==> config.mk <==
export PLATFORM = sky130hd
export DESIGN_NAME = fpu_issuer
export DESIGN_NICKNAME = d
export VERILOG_FILES = /design/src/rtl/fpu_pkg.sv /design/src/rtl/fpu_rsp_fifo.sv /design/src/rtl/fpu_issuer.sv
export SDC_FILE = /design/constraint.sdc
export NUM_CORES = 1
export LEC_CHECK = 0
export CAP_MARGIN = 10
export CORE_MARGIN = 10
export CORE_UTILIZATION = 55
export CTS_BUF_LIST = sky130_fd_sc_hd__clkbuf_16
export DETAILED_ROUTE_END_ITERATION = 7
export PLACE_DENSITY_LB_ADDON = 0.25
export SETUP_SLACK_MARGIN = 0.1
export SKIP_CTS_REPAIR_TIMING = 1
export SLEW_MARGIN = 20
export SYNTH_ARGS = -nofsm -noshare
export SYNTH_HDL_FRONTEND = slang
export SYNTH_HIERARCHICAL = 1
export SYNTH_SLANG_ARGS = --single-unit
export TNS_END_PERCENT = 10
==> constraint.sdc <==
create_clock -name clk -period 4.7 [get_ports clk]
set_clock_uncertainty 0.05 [all_clocks]
set_input_delay 1.41 -clock clk [delete_from_list [all_inputs] [get_ports clk]]
set_output_delay 1.41 -clock clk [all_outputs]
set_load 0.03 [all_outputs]
==> src/rtl/fpu_pkg.sv <==
// Shared FPU definitions: operation and rounding encodings, pipeline latency,
// and the packed response record carried through the response buffer.
package fpu_pkg;

    typedef enum logic [1:0] {
        OP_ADD = 2'b00,
        OP_SUB = 2'b01,
        OP_MUL = 2'b10,
        OP_DIV = 2'b11
    } fpu_op_e;

    localparam int unsigned RND_W = 2;

    typedef enum logic [RND_W-1:0] {
        RND_NEAREST_EVEN = 2'b00,
        RND_TO_ZERO      = 2'b01,
        RND_UP           = 2'b10,
        RND_DOWN         = 2'b11
    } fpu_rnd_e;

    localparam int unsigned FPU_LATENCY = 6;

    // Widest request tag the response record can carry; narrower tags are zero-extended.
    localparam int unsigned RSP_TAG_MAX_W = 16;

    typedef struct packed {
        logic [31:0]              y;
        logic                     error;
        logic                     overflow;
        logic [RSP_TAG_MAX_W-1:0] tag;
    } fpu_rsp_t;

endpackage

==> src/rtl/fpu_rsp_fifo.sv <==
// In-order synchronous response FIFO; a pop frees its slot for a push on the same edge.
module fpu_rsp_fifo #(
    parameter int unsigned WIDTH = 8,
    parameter int unsigned DEPTH = 16
) (
    input  logic                         clk,
    input  logic                         reset,
    input  logic                         push,
    input  logic [WIDTH-1:0]             wdata,
    input  logic                         pop,
    output logic [WIDTH-1:0]             rdata,
    output logic                         full,
    output logic                         empty,
    output logic [$clog2(DEPTH+1)-1:0]   count
);

    localparam int unsigned AW = (DEPTH > 1) ? $clog2(DEPTH) : 1;
    localparam int unsigned CW = $clog2(DEPTH + 1);

    logic [WIDTH-1:0] mem_q [DEPTH];
    logic [WIDTH-1:0] mem_d [DEPTH];
    logic [AW-1:0]    wr_ptr_q, wr_ptr_d;
    logic [AW-1:0]    rd_ptr_q, rd_ptr_d;
    logic [CW-1:0]    count_q, count_d;
    logic             do_push, do_pop;

    function automatic logic [AW-1:0] next_ptr(input logic [AW-1:0] p);
        return (p == AW'(DEPTH - 1)) ? '0 : p + 1'b1;
    endfunction

    assign empty   = (count_q == '0);
    assign full    = (count_q == CW'(DEPTH));
    assign count   = count_q;
    assign rdata   = mem_q[rd_ptr_q];
    assign do_pop  = pop && !empty;
    assign do_push = push && (!full || do_pop);

    always_comb begin
        mem_d    = mem_q;
        wr_ptr_d = wr_ptr_q;
        rd_ptr_d = rd_ptr_q;
        count_d  = count_q;
        if (do_push) begin
            mem_d[wr_ptr_q] = wdata;
            wr_ptr_d        = next_ptr(wr_ptr_q);
        end
        if (do_pop) begin
            rd_ptr_d = next_ptr(rd_ptr_q);
        end
        case ({do_push, do_pop})
            2'b10:   count_d = count_q + 1'b1;
            2'b01:   count_d = count_q - 1'b1;
            default: count_d = count_q;
        endcase
    end

    always_ff @(posedge clk or negedge reset) begin
        if (!reset) begin
            mem_q    <= '{default: '0};
            wr_ptr_q <= '0;
            rd_ptr_q <= '0;
            count_q  <= '0;
        end else begin
            mem_q    <= mem_d;
            wr_ptr_q <= wr_ptr_d;
            rd_ptr_q <= rd_ptr_d;
            count_q  <= count_d;
        end
    end

    always_ff @(posedge clk) begin
        if (reset) begin
            assert (!(push && full && !pop));
        end
    end

endmodule

==> src/rtl/fpu_issuer.sv <==
// Request-side front end for the fixed-latency FPU: registers the FPU drive,
// tracks in-flight tags against the pipeline latency and buffers results in order.
module fpu_issuer
    import fpu_pkg::*;
#(
    parameter int unsigned LATENCY   = FPU_LATENCY,
    parameter int unsigned RSP_DEPTH = 16,
    parameter int unsigned TAG_W     = 4
) (
    input  logic             clk,
    input  logic             reset,
    input  logic             req_valid,
    output logic             req_ready,
    input  logic [31:0]      req_a,
    input  logic [31:0]      req_b,
    input  logic [1:0]       req_sel,
    input  logic [1:0]       req_rnd,
    input  logic [TAG_W-1:0] req_tag,
    output logic [31:0]      fpu_a,
    output logic [31:0]      fpu_b,
    output logic [1:0]       fpu_sel,
    output logic [1:0]       fpu_round_mode,
    output logic             fpu_start,
    input  logic [31:0]      fpu_y,
    input  logic             fpu_error,
    input  logic             fpu_overflow,
    output logic             rsp_valid,
    input  logic             rsp_ready,
    output logic [31:0]      rsp_y,
    output logic             rsp_error,
    output logic             rsp_overflow,
    output logic [TAG_W-1:0] rsp_tag,
    output logic             busy
);

    localparam int unsigned TRK_N = LATENCY + 2;
    localparam int unsigned OCC_W = $clog2(RSP_DEPTH + 1);

    logic [OCC_W-1:0] occ_q, occ_d;
    logic [31:0]      a_q, a_d, b_q, b_d;
    fpu_op_e          sel_q, sel_d;
    logic [RND_W-1:0] rnd_q, rnd_d;
    logic             start_q, start_d;
    logic [TRK_N-1:0] trk_vld_q, trk_vld_d;
    logic [TAG_W-1:0] trk_tag_q [TRK_N];
    logic [TAG_W-1:0] trk_tag_d [TRK_N];

    logic             accept, pop, push;
    fpu_rsp_t         push_data, head;
    logic             fifo_full, fifo_empty;
    logic [OCC_W-1:0] fifo_count;
    logic             unused_head_tag;

    assign req_ready = (occ_q < OCC_W'(RSP_DEPTH));
    assign accept    = req_valid && req_ready;
    assign pop       = rsp_valid && rsp_ready;
    assign push      = trk_vld_q[TRK_N-1];
    assign busy      = (occ_q != '0);

    // The last track stage lines up with the FPU's Y update, so fpu_y is captured on the following edge.
    assign push_data = '{y:        fpu_y,
                         error:    fpu_error,
                         overflow: fpu_overflow,
                         tag:      RSP_TAG_MAX_W'(trk_tag_q[TRK_N-1])};

    always_comb begin
        a_d       = a_q;
        b_d       = b_q;
        sel_d     = sel_q;
        rnd_d     = rnd_q;
        start_d   = accept;
        trk_vld_d = {trk_vld_q[TRK_N-2:0], accept};
        occ_d     = occ_q;
        trk_tag_d[0] = req_tag;
        for (int unsigned i = 1; i < TRK_N; i++) begin
            trk_tag_d[i] = trk_tag_q[i-1];
        end
        if (accept) begin
            a_d   = req_a;
            b_d   = req_b;
            sel_d = fpu_op_e'(req_sel);
            rnd_d = req_rnd;
        end
        case ({accept, pop})
            2'b10:   occ_d = occ_q + 1'b1;
            2'b01:   occ_d = occ_q - 1'b1;
            default: occ_d = occ_q;
        endcase
    end

    always_ff @(posedge clk or negedge reset) begin
        if (!reset) begin
            occ_q     <= '0;
            a_q       <= '0;
            b_q       <= '0;
            sel_q     <= OP_ADD;
            rnd_q     <= '0;
            start_q   <= 1'b0;
            trk_vld_q <= '0;
            trk_tag_q <= '{default: '0};
        end else begin
            occ_q     <= occ_d;
            a_q       <= a_d;
            b_q       <= b_d;
            sel_q     <= sel_d;
            rnd_q     <= rnd_d;
            start_q   <= start_d;
            trk_vld_q <= trk_vld_d;
            trk_tag_q <= trk_tag_d;
        end
    end

    fpu_rsp_fifo #(
        .WIDTH ($bits(fpu_rsp_t)),
        .DEPTH (RSP_DEPTH)
    ) u_rsp_fifo (
        .clk   (clk),
        .reset (reset),
        .push  (push),
        .wdata (push_data),
        .pop   (pop),
        .rdata (head),
        .full  (fifo_full),
        .empty (fifo_empty),
        .count (fifo_count)
    );

    assign fpu_a           = a_q;
    assign fpu_b           = b_q;
    assign fpu_sel         = sel_q;
    assign fpu_round_mode  = rnd_q;
    assign fpu_start       = start_q;
    assign rsp_valid       = !fifo_empty;
    assign rsp_y           = head.y;
    assign rsp_error       = head.error;
    assign rsp_overflow    = head.overflow;
    assign rsp_tag         = head.tag[TAG_W-1:0];
    assign unused_head_tag = ^head.tag;

    always_ff @(posedge clk) begin
        if (reset) begin
            assert (occ_q <= OCC_W'(RSP_DEPTH));
            assert (fifo_count <= occ_q);
            assert (!fifo_full || (occ_q == fifo_count));
        end
    end

endmodule

# Word-level counts from Yosys, hierarchy flattened

Index checks and enable logic that the tools add are counted.

Bits in registers: 927
Input port bits: 110
Output and inout port bits: 110
Logic and storage cells: 75

Add/subtract/negate cells: 6
$lt $le $gt $ge: 4
Eq/ne operators: 7
Multiplexer cells: 10
Bitwise operators: 2
Reductions and logical operators: 12

Operators by type and width:

| kind                                                                          | number |
|---|---|
| 800-bit bitwise mux                                                           | 1 |
| 50-bit binary-select mux with 4-bit select                                    | 1 |
| 50-bit demux with 4-bit select                                                | 1 |
| 50-bit two-way mux                                                            | 3 |
| 5-bit one-hot mux with 2 select lines                                         | 2 |
| 5-bit by 1-bit adder with 5-bit output (second input constant)                | 2 |
| 5-bit >= comparator (second input constant)                                   | 2 |
| 4-bit NOT with 5-bit output                                                   | 2 |
| 5-bit by 1-bit subtractor with 5-bit output (second input constant)           | 2 |
| 4-bit by 1-bit adder with 4-bit output (second input constant)                | 2 |
| 4-bit == test (second input constant)                                         | 2 |
| 4-bit two-way mux                                                             | 2 |
| 5-bit == test (second input constant)                                         | 1 |
| 1-bit logical AND                                                             | 5 |
| 5-bit logical NOT                                                             | 1 |
| 5-bit by 1-bit less-than comparator with 1-bit output (second input constant) | 1 |
| 5-bit less-than comparator (second input constant)                            | 1 |
| 5-bit nonzero test                                                            | 1 |
| 2-bit by 1-bit == test with 1-bit output (second input constant)              | 2 |
| 2-bit == test (second input constant)                                         | 2 |
| 2-bit nonzero test                                                            | 2 |
| 1-bit logical NOT                                                             | 2 |
| 1-bit logical OR                                                              | 1 |

# Depth between registers and ports, before layout

Depth after elaboration: 8
Depth in mapped cells: 15
Depth with buffers taken out: 13

# By module

The synthesis kept the hierarchy.

By module, submodules not included:

| module       | times used | cells an instance | area an instance (sq um) | seq. area each (sq um) |
|---|---|---|---|---|
| fpu_rsp_fifo | 1          | 2416              | 37033.0                  | 20344.5 |
| fpu_issuer   | 1          | 234               | 3967.6                   | 2827.7 |

# Worst setup path after synthesis

OpenSTA, ideal clock, no wires.

Kind: in2reg
Start: input port rsp_ready
End: register u_rsp_fifo.count_q[4], in the netlist u_rsp_fifo/count[4]
Library setup time: 123 ps
Arrival: 3825 ps
Data required time: 4527 ps
Setup slack: 702 ps
Cell stages on the path: 13
Buffers on the path: 2
Path through: nor2b_1 -> nor3_4 -> buf_4 -> nand2b_1 -> buf_2 -> ha_1 -> inv_1 -> fa_1 -> nor2b_1 -> o21ai_0 -> nand3_1 -> or3b_2 -> xnor2_1

Word-level cells in the longest chain between the ends: 6
Elaborated cells between the ends (all ways): 8
Classes of those cells: eq/ne: 2; mux: 1; reduce/logical: 5

RTL lines:

| what                                                                        | line               | RTL |
|---|---|---|
| start, declared                                                             | fpu_issuer.sv:28   | `input logic rsp_ready,` |
| 1-bit logical AND *                                                         | fpu_issuer.sv:56   | `assign pop = rsp_valid && rsp_ready;` |
| 1-bit logical AND *                                                         | fpu_rsp_fifo.sv:35 | `assign do_pop = pop && !empty;` |
| 1-bit logical OR                                                            | fpu_rsp_fifo.sv:36 | `assign do_push = push && (!full \|\| do_pop);` |
| 1-bit logical AND                                                           | fpu_rsp_fifo.sv:36 |  |
| 2-bit by 1-bit == test with 1-bit output or 2-bit == test (tied branches)   | fpu_rsp_fifo.sv:50 | `case ({do_push, do_pop})` |
| 5-bit one-hot mux with 2 select lines or 2-bit nonzero test (tied branches) | n/a                |  |
| end signal, assigned                                                        | fpu_rsp_fifo.sv:67 | `count_q <= count_d;` |
| end, declared                                                               | fpu_rsp_fifo.sv:24 | `logic [CW-1:0] count_q, count_d;` |

Every way passes the cells marked *; elsewhere a longest branch is shown, timed or not.
A chain may end at the register's enable or synchronous reset.

# Worst setup path after layout

Start: register u_rsp_fifo.rd_ptr_q[0]
End: output port rsp_tag[0]

Word-level cells in the longest chain between the ends: 4

RTL lines:

| what                                                  | line               | RTL |
|---|---|---|
| start, declared                                       | fpu_rsp_fifo.sv:23 | `logic [AW-1:0] rd_ptr_q, rd_ptr_d;` |
| start signal, assigned                                | fpu_rsp_fifo.sv:66 | `rd_ptr_q <= rd_ptr_d;` |
| 4-bit NOT with 5-bit output (implied by the code)     | fpu_rsp_fifo.sv:34 | `assign rdata = mem_q[rd_ptr_q];` |
| 50-bit binary-select mux with 4-bit select            | fpu_rsp_fifo.sv:34 |  |
| 50-bit two-way mux (implied by the code) (2 in a row) | fpu_rsp_fifo.sv:34 |  |
| end, declared                                         | fpu_issuer.sv:32   | `output logic [TAG_W-1:0] rsp_tag,` |

No other way between the ends. The select of a mux whose other input is x is not followed.

==> metrics.cfg <==
[critical_path]
cp.required_ps = 3240
critical_path_buf_inv_count = 3
cp_max_fo = 25
crit_slowest_cell = dfrtp_4
crit_path_start = u_rsp_fifo/rd_ptr_q[0]$_DFFE_PN0P_
rr_startpoint = u_rsp_fifo/count[1]$_DFFE_PN0P_
cp-end-kind = primary output
arrival_ps = 2960
critical_path.top_delay_family = flip-flops
max_stage_delay_ps = 710
cp_cell_sequence = buf_12, mux4_2, inv_1, o21ai_0, a221o_1, buf_4
worst_setup_path_start_kind = register
critPathKind = reg -> out

[place]
port_buffers = 219
hpwl_um = 46000
dp.cells = 2985
gp_congestion = 0.786
dpl-instance-area_um2 = 35400

[die]
num_rows = 89
core-area_um2 = 58800
dieArea_um2 = 69200
start_util = 0.553
ioPinCount = 220
die_width_um = 263
die_h_um = 263

[final_layout]
layout.nets = 2422
syn2layout_area_growth_pct = 16.7
final_cell_area_um2 = 37900
drive_above_1_share = 0.452
final_cells = 3128

[run]
drv_cap = 0

[timing]
slew_viol_final = 0
max_freq_ghz = 0.226
period_share = 0.941
rsz0062_at_grt = false
slew_headroom = 0.435
period_minus_slack_ps = 4420
setup_viol_count_final = 0
hold_viol_final = 0
tightestPinTransition_ps = 847

[clock_tree]
clock_path_buffers = 3
cts_tree = done
numCtsBuffers = 77
clk_pin_slew_worst_paths_ps = 60
cts.sinks = 734
clock_latency_ps = 620
cts-root-buf = clkbuf_16
htreeDepth = 3

[global_routing]
gr-total-overflow = 0
grt_max_degree = 130
grt_pass1_wl_um = 122000
antenna_found_initial = 2
grt_pass1_vias = 20999
grtUsageTotal = 0.221

[logic_synthesis]
ys_warn_count = 6
synthCells = 2132
avgSynthCellArea_um2 = 15.2
syn-num-nets = 2256
netlist_area_um2 = 32500

[power]
leakagePower_nw = 16.5
swShare = 0.340
power.share.clock = 0.208
seqPwrFrac = 0.378
p_int_w = 0.0184
pwr_density_cell_nw_per_um2 = 735
ir_drop_uv = 463
p_switching_w = 0.00949
comb_power_share = 0.415

[worst_hold_path]
min_from = trk_tag_d[17]$_DFF_PN0_
hp-class = reg -> reg

[detailed_routing]
drt_iter0_drc = 1068
vias = 18817
drt-wirelength-per-cell_um = 24.8
wl_um = 77400
final_antenna_net_count = 0
vias_per_cell = 6.02
dr.pass1.iters = 5
drc = 0

[run_status]
status = finished clean

-- power by group through the flow --
| stage | Sequential, W | Combinational (W) | Clock (W) |
|---|---|---|---|
| 2_1_floorplan | 0.0106 | 0.00773 | 0 |
| 3_3_place_gp | 0.0104 | 0.0112 | 0 |
| 3_5_place_dp | 0.0107 | 0.0115 | 0 |
| 4_1_cts | 0.0106 | 0.0115 | 0.00591 |
| 5_1_grt | 0.0109 | 0.0123 | 0.00618 |
| 6_report | 0.0105 | 0.0116 | 0.00579 |
-- cell usage in the layout, fill, tap and decap left out, types with 38 or more instances in the layout --
cell and count:
inv_1 60, nor2b_1 42, o221ai_1 39, clkbuf_16 79
dfrtp_1 730, buf_4 100, o21ai_0 46, a221o_1 38
mux2_2 697, mux4_2 114, clkdlybuf4s50_1 180, mux2_1 59
-- worst register-to-register path: stages (launching register included) --
cell      delay, ps
dfrtp_1         420
or4_4           580
nor2_1          160
nor2b_1         130
nor3_4          180
nand2b_1        160
ha_1            240
inv_1           100
fa_1            400
nor2b_1         130
o21ai_0         130
nand3_1         120
or3b_2          460
xnor2_1         140
-- worst paths after layout --
| path | to | slack [ps] | depth (start not counted) |
|---|---|---|---|
| worst max-delay path | rsp_tag[0] | 280 | 6 |
| worst min-delay path | trk_tag_d[13]$_DFF_PN0_ | 290 | 0 |
| worst max register to register | u_rsp_fifo/count[4]$_DFFE_PN0P_ | 1190 | 13 |
| worst min register to register | trk_tag_d[13]$_DFF_PN0_ | 290 | 0 |
| max in group asynchronous | u_rsp_fifo/mem_q[332]$_DFFE_PN0P_ | 2680 | 3 |
| min in group asynchronous | trk_tag_d[27]$_DFF_PN0_ | 630 | 1 |
-- flip-flops by register name, indices dropped and copies added (netlist names), 4 cells and up --
name,count
trk_vld_q,8
fpu_b,32
push_data,4
u_rsp_fifo/wr_ptr_q,4
u_rsp_fifo/count,5
u_rsp_fifo/rd_ptr_q,4
fpu_a,32
occ_q,5
u_rsp_fifo/mem_q,608
trk_tag_d,28
-- metrics by stage --
step / utilization / power (W) / worst slack [ps] / setup TNS, ps / hold slack (ps)
6_report: 0.645 / 0.0279 / 278 / 0 / 295
5_1_grt: 0.645 / 0.0294 / 132 / 0 / 305
4_1_cts: 0.643 / 0.0280 / -44.8 / -113 / 299
3_5_place_dp: 0.603 / 0.0221 / 255 / 0 / 285
3_3_place_gp: 0.603 / 0.0216 / 276 / 0 / 286
2_1_floorplan: - / 0.0183 / 702 / 0 / 281
-- routing by layer --
metal | GRT usage | vias to the layer above | routed length (um)
li1 | - | 8085 | -
met2 | 0.367 | 501 | 38100
met4 | 0.0665 | 2 | 1820
met5 | 0 | - | 9
met3 | 0.0600 | 124 | 5250
met1 | 0.281 | 10105 | 32300
-- cell type report --
type	instances	area, um^2
fillers	4225	20900
diodes	1	2.50
well taps	773	967
clock buffers	79	1980
flip-flops and latches	734	18400
multi-input cells	1138	13100
inverters	49	184
repair buffers	298	2890
clock inverters	56	407
Power figures use the tool's default switching activity.
